[config.mk]
export PLATFORM = sky130hd
export DESIGN_NAME = instruction_fetch_unit_flat
export DESIGN_NICKNAME = d
export VERILOG_FILES = /design/src/rtl/mips_pkg.sv /design/src/rtl/instruction_fetch_unit_if.sv /design/src/rtl/pc_next_logic.sv /design/src/rtl/instruction_fetch_unit.sv /design/src/flat_wrapper.sv
export SDC_FILE = /design/constraint.sdc
export NUM_CORES = 1
export LEC_CHECK = 0
export ABC_AREA = 1
export CAP_MARGIN = 20
export CORE_MARGIN = 1.5
export CORE_UTILIZATION = 49
export CTS_CLUSTER_SIZE = 28
export DETAILED_ROUTE_END_ITERATION = 10
export PLACE_DENSITY_LB_ADDON = 0.3
export SKIP_CTS_REPAIR_TIMING = 1
export SLEW_MARGIN = 20
export SYNTH_ARGS = -nofsm -noshare
export SYNTH_HDL_FRONTEND = slang
export SYNTH_SLANG_ARGS = --single-unit
[constraint.sdc]
create_clock -name clk -period 1.9 [get_ports clk]
set_input_delay 0.285 -clock clk [delete_from_list [all_inputs] [get_ports clk]]
set_output_delay 0.285 -clock clk [all_outputs]
set_load 0.01 [all_outputs]
[src/rtl/mips_pkg.sv]
// Shared MIPS pipeline types and constants.
package mips_pkg;

  typedef logic [31:0] instr_t;
  typedef logic [31:0] addr_t;

  localparam addr_t  WORD_BYTES       = 32'd4;
  localparam instr_t NOP_INSTR        = 32'h0000_0000;  // sll $0,$0,0
  localparam addr_t  RESET_PC_DEFAULT = 32'h0000_0000;

endpackage

[src/rtl/instruction_fetch_unit_if.sv]
// Fetch-stage bus: decode control in, imem address/data, IF/ID outputs.
interface instruction_fetch_unit_if;
  import mips_pkg::*;

  logic   stall;
  logic   redirect;
  addr_t  redirect_target;
  addr_t  imem_addr;
  instr_t imem_rdata;
  instr_t id_instr;
  addr_t  id_pc;
  addr_t  id_pc_plus4;
  logic   id_valid;

  // Fetch unit side.
  modport master (
    input  stall, redirect, redirect_target, imem_rdata,
    output imem_addr, id_instr, id_pc, id_pc_plus4, id_valid
  );

  // Environment side: decode control, memory and IF/ID consumer.
  modport slave (
    output stall, redirect, redirect_target, imem_rdata,
    input  imem_addr, id_instr, id_pc, id_pc_plus4, id_valid
  );

endinterface

[src/rtl/pc_next_logic.sv]
// Next-PC selection and instruction-memory address mux.
module pc_next_logic
  import mips_pkg::*;
#(
  parameter addr_t RESET_PC = RESET_PC_DEFAULT
) (
  input  logic  rst,
  input  logic  stall,
  input  logic  redirect,
  input  addr_t redirect_target,
  input  addr_t pc_q,
  input  addr_t inflight_pc_q,
  output addr_t pc_d,
  output addr_t imem_addr
);

  addr_t target_aligned;

  // Redirect beats stall; a stall replays the in-flight address so the
  // memory keeps returning the word that is waiting to enter IF/ID.
  always_comb begin
    target_aligned = {redirect_target[31:2], 2'b00};
    if (redirect)   pc_d = target_aligned;
    else if (stall) pc_d = pc_q;
    else            pc_d = pc_q + WORD_BYTES;  // wraps modulo 2^32

    if (rst)                     imem_addr = RESET_PC;
    else if (stall && !redirect) imem_addr = inflight_pc_q;
    else                         imem_addr = pc_q;
  end

endmodule

[src/rtl/instruction_fetch_unit.sv]
// MIPS IF stage: PC, in-flight fetch tracking and the IF/ID register.
module instruction_fetch_unit
  import mips_pkg::*;
#(
  parameter addr_t  RESET_PC  = mips_pkg::RESET_PC_DEFAULT,
  parameter instr_t NOP_INSTR = mips_pkg::NOP_INSTR
) (
  input logic                      clk,
  input logic                      rst,
  instruction_fetch_unit_if.master bus
);

  addr_t  pc_q, pc_d;
  addr_t  inflight_pc_q, inflight_pc_d;
  logic   inflight_valid_q, inflight_valid_d;
  instr_t id_instr_q, id_instr_d;
  addr_t  id_pc_q, id_pc_d;
  addr_t  id_pc_plus4_q, id_pc_plus4_d;
  logic   id_valid_q, id_valid_d;

  pc_next_logic #(.RESET_PC(RESET_PC)) u_pc_next (
    .rst             (rst),
    .stall           (bus.stall),
    .redirect        (bus.redirect),
    .redirect_target (bus.redirect_target),
    .pc_q            (pc_q),
    .inflight_pc_q   (inflight_pc_q),
    .pc_d            (pc_d),
    .imem_addr       (bus.imem_addr)
  );

  // IF/ID and in-flight next state: flush on redirect, hold on stall,
  // otherwise shift the returning word into IF/ID. An empty slot always
  // carries NOP so decode never sees stale data.
  always_comb begin
    inflight_pc_d    = inflight_pc_q;
    inflight_valid_d = inflight_valid_q;
    id_instr_d       = id_instr_q;
    id_pc_d          = id_pc_q;
    id_pc_plus4_d    = id_pc_plus4_q;
    id_valid_d       = id_valid_q;
    if (bus.redirect) begin
      inflight_valid_d = 1'b0;
      id_valid_d       = 1'b0;
      id_instr_d       = NOP_INSTR;
    end else if (!bus.stall) begin
      id_instr_d       = inflight_valid_q ? bus.imem_rdata : NOP_INSTR;
      id_pc_d          = inflight_pc_q;
      id_pc_plus4_d    = inflight_pc_q + WORD_BYTES;
      id_valid_d       = inflight_valid_q;
      inflight_pc_d    = pc_q;
      inflight_valid_d = 1'b1;
    end
  end

  // State registers with synchronous reset taking priority.
  always_ff @(posedge clk) begin
    if (rst) begin
      pc_q             <= RESET_PC;
      inflight_pc_q    <= RESET_PC;
      inflight_valid_q <= 1'b0;
      id_instr_q       <= NOP_INSTR;
      id_pc_q          <= '0;
      id_pc_plus4_q    <= WORD_BYTES;
      id_valid_q       <= 1'b0;
    end else begin
      pc_q             <= pc_d;
      inflight_pc_q    <= inflight_pc_d;
      inflight_valid_q <= inflight_valid_d;
      id_instr_q       <= id_instr_d;
      id_pc_q          <= id_pc_d;
      id_pc_plus4_q    <= id_pc_plus4_d;
      id_valid_q       <= id_valid_d;
    end
  end

  assign bus.id_instr    = id_instr_q;
  assign bus.id_pc       = id_pc_q;
  assign bus.id_pc_plus4 = id_pc_plus4_q;
  assign bus.id_valid    = id_valid_q;

endmodule

[src/flat_wrapper.sv]
// flat-port wrapper written by rule: the top's interface ports become plain ports
module instruction_fetch_unit_flat import mips_pkg::*;
#(
  parameter addr_t  RESET_PC  = mips_pkg::RESET_PC_DEFAULT,
  parameter instr_t NOP_INSTR = mips_pkg::NOP_INSTR
)
  (clk, rst, bus_stall, bus_redirect, bus_redirect_target, bus_imem_rdata, bus_imem_addr, bus_id_instr, bus_id_pc, bus_id_pc_plus4, bus_id_valid);
  instruction_fetch_unit_if bus_i ();
  input logic clk;
  input logic rst;
  input wire logic [$bits(bus_i.stall)-1:0] bus_stall;
  input wire logic [$bits(bus_i.redirect)-1:0] bus_redirect;
  input wire logic [$bits(bus_i.redirect_target)-1:0] bus_redirect_target;
  input wire logic [$bits(bus_i.imem_rdata)-1:0] bus_imem_rdata;
  output wire logic [$bits(bus_i.imem_addr)-1:0] bus_imem_addr;
  output wire logic [$bits(bus_i.id_instr)-1:0] bus_id_instr;
  output wire logic [$bits(bus_i.id_pc)-1:0] bus_id_pc;
  output wire logic [$bits(bus_i.id_pc_plus4)-1:0] bus_id_pc_plus4;
  output wire logic [$bits(bus_i.id_valid)-1:0] bus_id_valid;
  assign bus_i.stall = bus_stall;
  assign bus_i.redirect = bus_redirect;
  assign bus_i.redirect_target = bus_redirect_target;
  assign bus_i.imem_rdata = bus_imem_rdata;
  assign bus_imem_addr = bus_i.imem_addr;
  assign bus_id_instr = bus_i.id_instr;
  assign bus_id_pc = bus_i.id_pc;
  assign bus_id_pc_plus4 = bus_i.id_pc_plus4;
  assign bus_id_valid = bus_i.id_valid;
  instruction_fetch_unit #(.RESET_PC(RESET_PC), .NOP_INSTR(NOP_INSTR)) u_core (.clk(clk), .rst(rst), .bus(bus_i));
endmodule
# Word-level counts from Yosys, hierarchy flattened
# Index checks and enable logic that the tools add are counted.
[totals]
elab_cells = 22
regBits = 162
out_inout_bits = 129
inputBits = 68
[op_classes]
bitwise_logic = 2
eq_ne = 1
reduce_logical = 4
mux = 5
addsub = 2
[ops]
columns = ["op", "count"]
rows = [
  ["$mux 32", 5],
  ["$add 32x3->32 const B", 2],
  ["$ne 2x1->1 const B", 1],
  ["$not 1->1", 2],
  ["$reduce_and 2->1", 1],
  ["$reduce_or 2->1", 1],
  ["$logic_and 1x1->1", 1],
  ["$logic_not 1->1", 1],
]

# Depth between registers and ports, before layout
[logic_depth]
word_depth = 4
depth_mapped = 10
ltp_nobuf = 10

# By module
# A second synthesis with hierarchy kept.
[hier_totals]
hier_cells = 1173
hier_area_um2 = 7853.8
[by_module_without_submodules]
columns = ["module", "n_inst", "area_each_um2", "cells_each", "seq_area_each_um2"]
rows = [
  ["instruction_fetch_unit", 1, 6148.4, 827, 3203.1],
  ["pc_next_logic", 1, 1705.4, 346, 0.0],
]

# Worst setup path before layout
# Ideal clock, no wire load.
[synth_path]
path_kind = "input-to-output"
startpoint = "input bus_redirect"
endpoint = "output bus_imem_addr[28]"
path_stages = 7
setup_slack_ns = 0.373
arrival_ns = 1.242
n_path_buf = 3
path_cell_list = "buf_2 -> inv_2 -> nand2_1 -> buf_2 -> buf_2 -> o21ai_0 -> a21oi_1"
[synth_via]
elab_chain_cells = 4
[synth_lines]
columns = ["element", "line_no", "rtl"]
rows = [
  ["start, declared", "flat_wrapper.sv:12", "input wire logic [$bits(bus_i.redirect)-1:0] bus_redirect;"],
  ["$logic_not 1->1", "pc_next_logic.sv:28", "else if (stall && !redirect) imem_addr = inflight_pc_q;"],
  ["$logic_and 1x1->1", "pc_next_logic.sv:28", ""],
  ["$mux 32", "pc_next_logic.sv:28", ""],
  ["$mux 32", "pc_next_logic.sv:27", "if (rst) imem_addr = RESET_PC;"],
  ["end, declared", "flat_wrapper.sv:15", "output wire logic [$bits(bus_i.imem_addr)-1:0] bus_imem_addr;"],
]
# No other way between the ends.

# Worst setup path after layout
[layout_path]
startpoint = "register u_core.inflight_pc_q[2]"
endpoint = "register u_core.id_pc_plus4_q[16], in the netlist u_core.bus.id_pc_plus4[16]"
[layout_via]
elab_chain_cells = 1
[layout_lines]
columns = ["element", "line_no", "rtl"]
rows = [
  ["start, declared", "instruction_fetch_unit.sv:14", "addr_t inflight_pc_q, inflight_pc_d;"],
  ["start signal, assigned", "instruction_fetch_unit.sv:68", "inflight_pc_q <= inflight_pc_d;"],
  ["$add 32x3->32", "instruction_fetch_unit.sv:49", "id_pc_plus4_d = inflight_pc_q + WORD_BYTES;"],
  ["end signal, assigned", "instruction_fetch_unit.sv:72", "id_pc_plus4_q <= id_pc_plus4_d;"],
  ["end, declared", "instruction_fetch_unit.sv:18", "addr_t id_pc_plus4_q, id_pc_plus4_d;"],
]
# No other way between the ends.
# A chain may end at the register's enable or synchronous reset.

==> key figures <==
Route
  • Initial DRC Count: 730
  • Drt pass-1 iters: 6
  • Antenna-violating nets left: 0
  • Routed WL: 24.48 mm
  • # DRC: 0
  • DR vias/cell: 5.338
  • Routed len/inst: approximately 15 µm
  • Total number of vias: 8434

Cells and area
  • Final Non-Filler Cells: 1580
  • Register area: 3084 µm²
  • Layout cells sized above 1: 10.78%
  • Area grow syn2layout: 42.83%
  • Final #Nets: 1448
  • Final Cell Area: 10900 µm²
  • Multi-input gate area: between 3000 and 4000 µm²
  • Fillers: 1265

Logic synthesis
  • YS warnings: 0
  • Synth top area share: 40.41%
  • Syn Area/Cell: 6.612 µm²
  • Asr flop ratio synth: 0%
  • Mapped Cells: 1154
  • Synthesized area: around 7600 µm²
  • Number of flops mapped to enable cells by yosys: 0
  • Yosys cell types: 40
  • Most used DFF post-synth: dfxtp_1
  • Largest cells by area after synthesis: dfxtp_1 (40%), nand2_1 (14%), a21oi_1 (6.8%)
  • Synthesized flop and latch total: 154
  • Synth area leader: dfxtp_1
  • Share of the yosys chip area belonging to registers: 40.41%

Worst setup path
  • Crit path arrival time: 2.15 ns
  • CP Cell Sequence: ha_1 > nand2_1 > nor2_2 > nand3_1 > nor2_1 > xor2_1 > nand2_1 > nand2_1 > nand2_1 > inv_1
  • Crit Path Class: flip-flop to flip-flop
  • WP buf/inv: 1
  • Worst path required time: between 2 and 2.5 ns
  • Crit path max-delay family: simple AND/OR/NAND/NOR gates
  • Critical path's largest stage delay: 0.35 ns
  • Highest-delay cell along the critical path: dfxtp_1
  • Crit end category: flip-flop
  • Worst Path Max Fanout: 4
  • Type of origin of the critical path: flip-flop
  • Top cell by count, worst path: nand2_1

Timing
  • Min Tclk post-route: 1.779 ns
  • Max-slew violations: 0
  • Final worst-path cycle share: between 90 and 100%
  • RSZ-0062 raised after global routing: false
  • Relative slew margins: 63.33%
  • WHS: 0.3814 ns
  • Skew final: roughly 0.0069 ns
  • Fmax: 0.5622 GHz
  • Final WS setup: 0.1213 ns
  • Setup TNS: 0 ns
  • Final Setup Violations: 0
  • Worst-Margin Slew: around 0.55 ns
  • Final Hold Vio Count: 0

Clock network
  • CTS tree: done
  • CTS clk-pin slew, worst paths: 0.06 ns
  • Clk sinks: 154
  • Clk buf depth: 2
  • Root Buffer: clkbuf_16
  • Num CTS Buffers: 17
  • # H-tree levels: 4
  • Clk_lat worst skew: approximately 0.43 ns

GRT
  • Overall Global Routing Usage: between 20% and 30%
  • Vias in the first global route: 7866
  • Largest net degree at the start of global routing: 49
  • First-pass GRT wire length: 38.57 mm
  • Initial antenna violation count: 1
  • GRT overflow: 0

Pwr
  • Peak VDD IR: 0.6876 mV
  • Pwr/cell area: around 740 nW/µm²
  • Switching part of the total: 26.45%
  • Pint: 5967 µW
  • Pleak: 0.004839 µW
  • Clock share of power: 42.3%
  • Sw Pwr: 2146 µW
  • Register share of total power: 43.4%
  • Logic pwr share: roughly 14%

Place
  • Pre-CTS WS: -0.5029 ns
  • Placed Instances: approximately 1500
  • Dpl hpwl: between 15 and 20 mm
  • Area after DPL: 10120 µm²
  • GPL Wtd Cong: 0.9356
  • Port Buffers: 188

Floorplan
  • Initial Util: 50.19%
  • Core ar.: 15200 µm²
  • Die height: approximately 130 µm
  • Die Width: 127.8 µm
  • Die area: roughly 16000 µm²
  • # IOs: 197
  • # rows: 45

Run status
  • Status: completed

Hold path
  • Hold crit path type: input pin to flip-flop

Job
  • Max-cap viol count: 0
## metrics by stage
stage | total power [µW] | util [%]
after floorplan | 4079 | -
after global placement | 4696 | 66.58
after detailed placement | 4709 | 66.58
after CTS | 8104 | 70.50
after global routing | 8404 | 71.69
final | 8113 | 71.69
## tightest hold or removal path, delay by kind of cell
| family | cells | cell delay, ns |
|---|---|---|
| buffers and inverters | 3 | 0.34 |
| and+or+nand+nor | 1 | 0.07 |
| AOI/OAI and AO/OA | 1 | 0.06 |
## power groups by stage
stage / registers, µW / logic, µW / clock network [µW]
final: 3520 / 1160 / 3430
after global routing: 3530 / 1260 / 3610
after CTS: 3510 / 1130 / 3460
after detailed placement: 3580 / 1130 / 0
after global placement: 3580 / 1110 / 0
after floorplan: 3570 / 508 / 0
## area by class of cell
| type | count | area share, % |
|---|---|---|
| Antenna cell | 1 | 0.02296 |
| Clock buffer | 21 | 4.225 |
| Clock inverter | 11 | 1.240 |
| Inverter | 127 | 4.455 |
| Multi-Input combinational cell | 812 | 34.84 |
| Sequential cell | 154 | 28.30 |
| Tap cell | 188 | 2.158 |
| Timing Repair Buffer | 266 | 24.75 |
## cells in the mapped netlist (2+ instances only)
cell         n
nor2_1     135
o21ai_1     17
a211oi_1    17
a31oi_1      5
nor2_4       6
nand3b_1     3
buf_2       22
xor2_1       7
ha_1         2
o21ai_0     93
a21oi_1    103
dfxtp_1    154
inv_2        5
o2111ai_1    2
nor2_2      11
clkbuf_1    31
nor3_1       8
buf_1        5
nand2_2      4
a22oi_1      3
buf_4        7
nand3_1     74
inv_1      120
nand2_1    294
o211ai_1     4
clkinv_1     2
nand4_1      7
## registers in the layout (all words and copies together) (netlist names)
| name | flops |
|---|---|
| u_core.inflight_valid_q | 1 |
| u_core.bus.id_valid | 1 |
| u_core.inflight_pc_q | 30 |
| u_core.bus.id_pc | 30 |
| u_core.pc_q | 30 |
| u_core.bus.id_pc_plus4 | 30 |
| u_core.bus.id_instr | 32 |
## path summary, 6_finish.rpt
path	from	end	slack, ns	depth (start not counted)
worst max register to register	u_core.inflight_pc_q[2]	u_core.bus.id_pc_plus4[16]	0.12	10
worst max-delay path	u_core.inflight_pc_q[2]	u_core.bus.id_pc_plus4[16]	0.12	10
worst min register to register	u_core.bus.id_instr[1]	u_core.bus.id_instr[1]	0.46	2
worst min-delay path	bus_redirect	u_core.pc_q[6]	0.38	5
## logic make-up after synthesis
| logic type | Yosys count | synth area share (%) |
|---|---|---|
| XOR/XNOR | 8 | 0.9184 |
| other | 1 | 0.04915 |
| AND/OR/NAND/NOR | 547 | 30.42 |
| flip-flops | 154 | 40.41 |
| AO/OA/AOI/OAI | 249 | 17.58 |
| adder cells (fa/ha/maj) | 2 | 0.3279 |
| buffers and inverters | 193 | 10.30 |
## cells in the final DEF (no fill, tap or decap), types with 5 or more instances in the layout
master | Yosys | routed
buf_4 | 7 | 65
clkdlybuf4s50_1 | 0 | 156
buf_12 | 0 | 11
nand4_1 | 7 | 7
inv_1 | 120 | 119
a211oi_1 | 17 | 17
nor2_4 | 6 | 6
o21ai_0 | 93 | 90
a21oi_1 | 103 | 102
dfxtp_1 | 154 | 153
nand2_1 | 294 | 293
nor2_1 | 135 | 134
a31oi_1 | 5 | 5
inv_2 | 5 | 5
dlymetal6s2s_1 | 0 | 29
clkbuf_16 | 0 | 19
nor2_2 | 11 | 12
xor2_1 | 7 | 7
nand3_1 | 74 | 74
nor3_1 | 8 | 8
o21ai_1 | 17 | 19
conb_1 | 1 | 6
## per-layer routing
layer  part of all wire, %  GRT usage, %
met2                    46         48.17
met4                   2.6         11.10
met1                    42         38.22
met3                   8.8         7.679
met5                     0             0
Power figures use the tool's default switching activity.
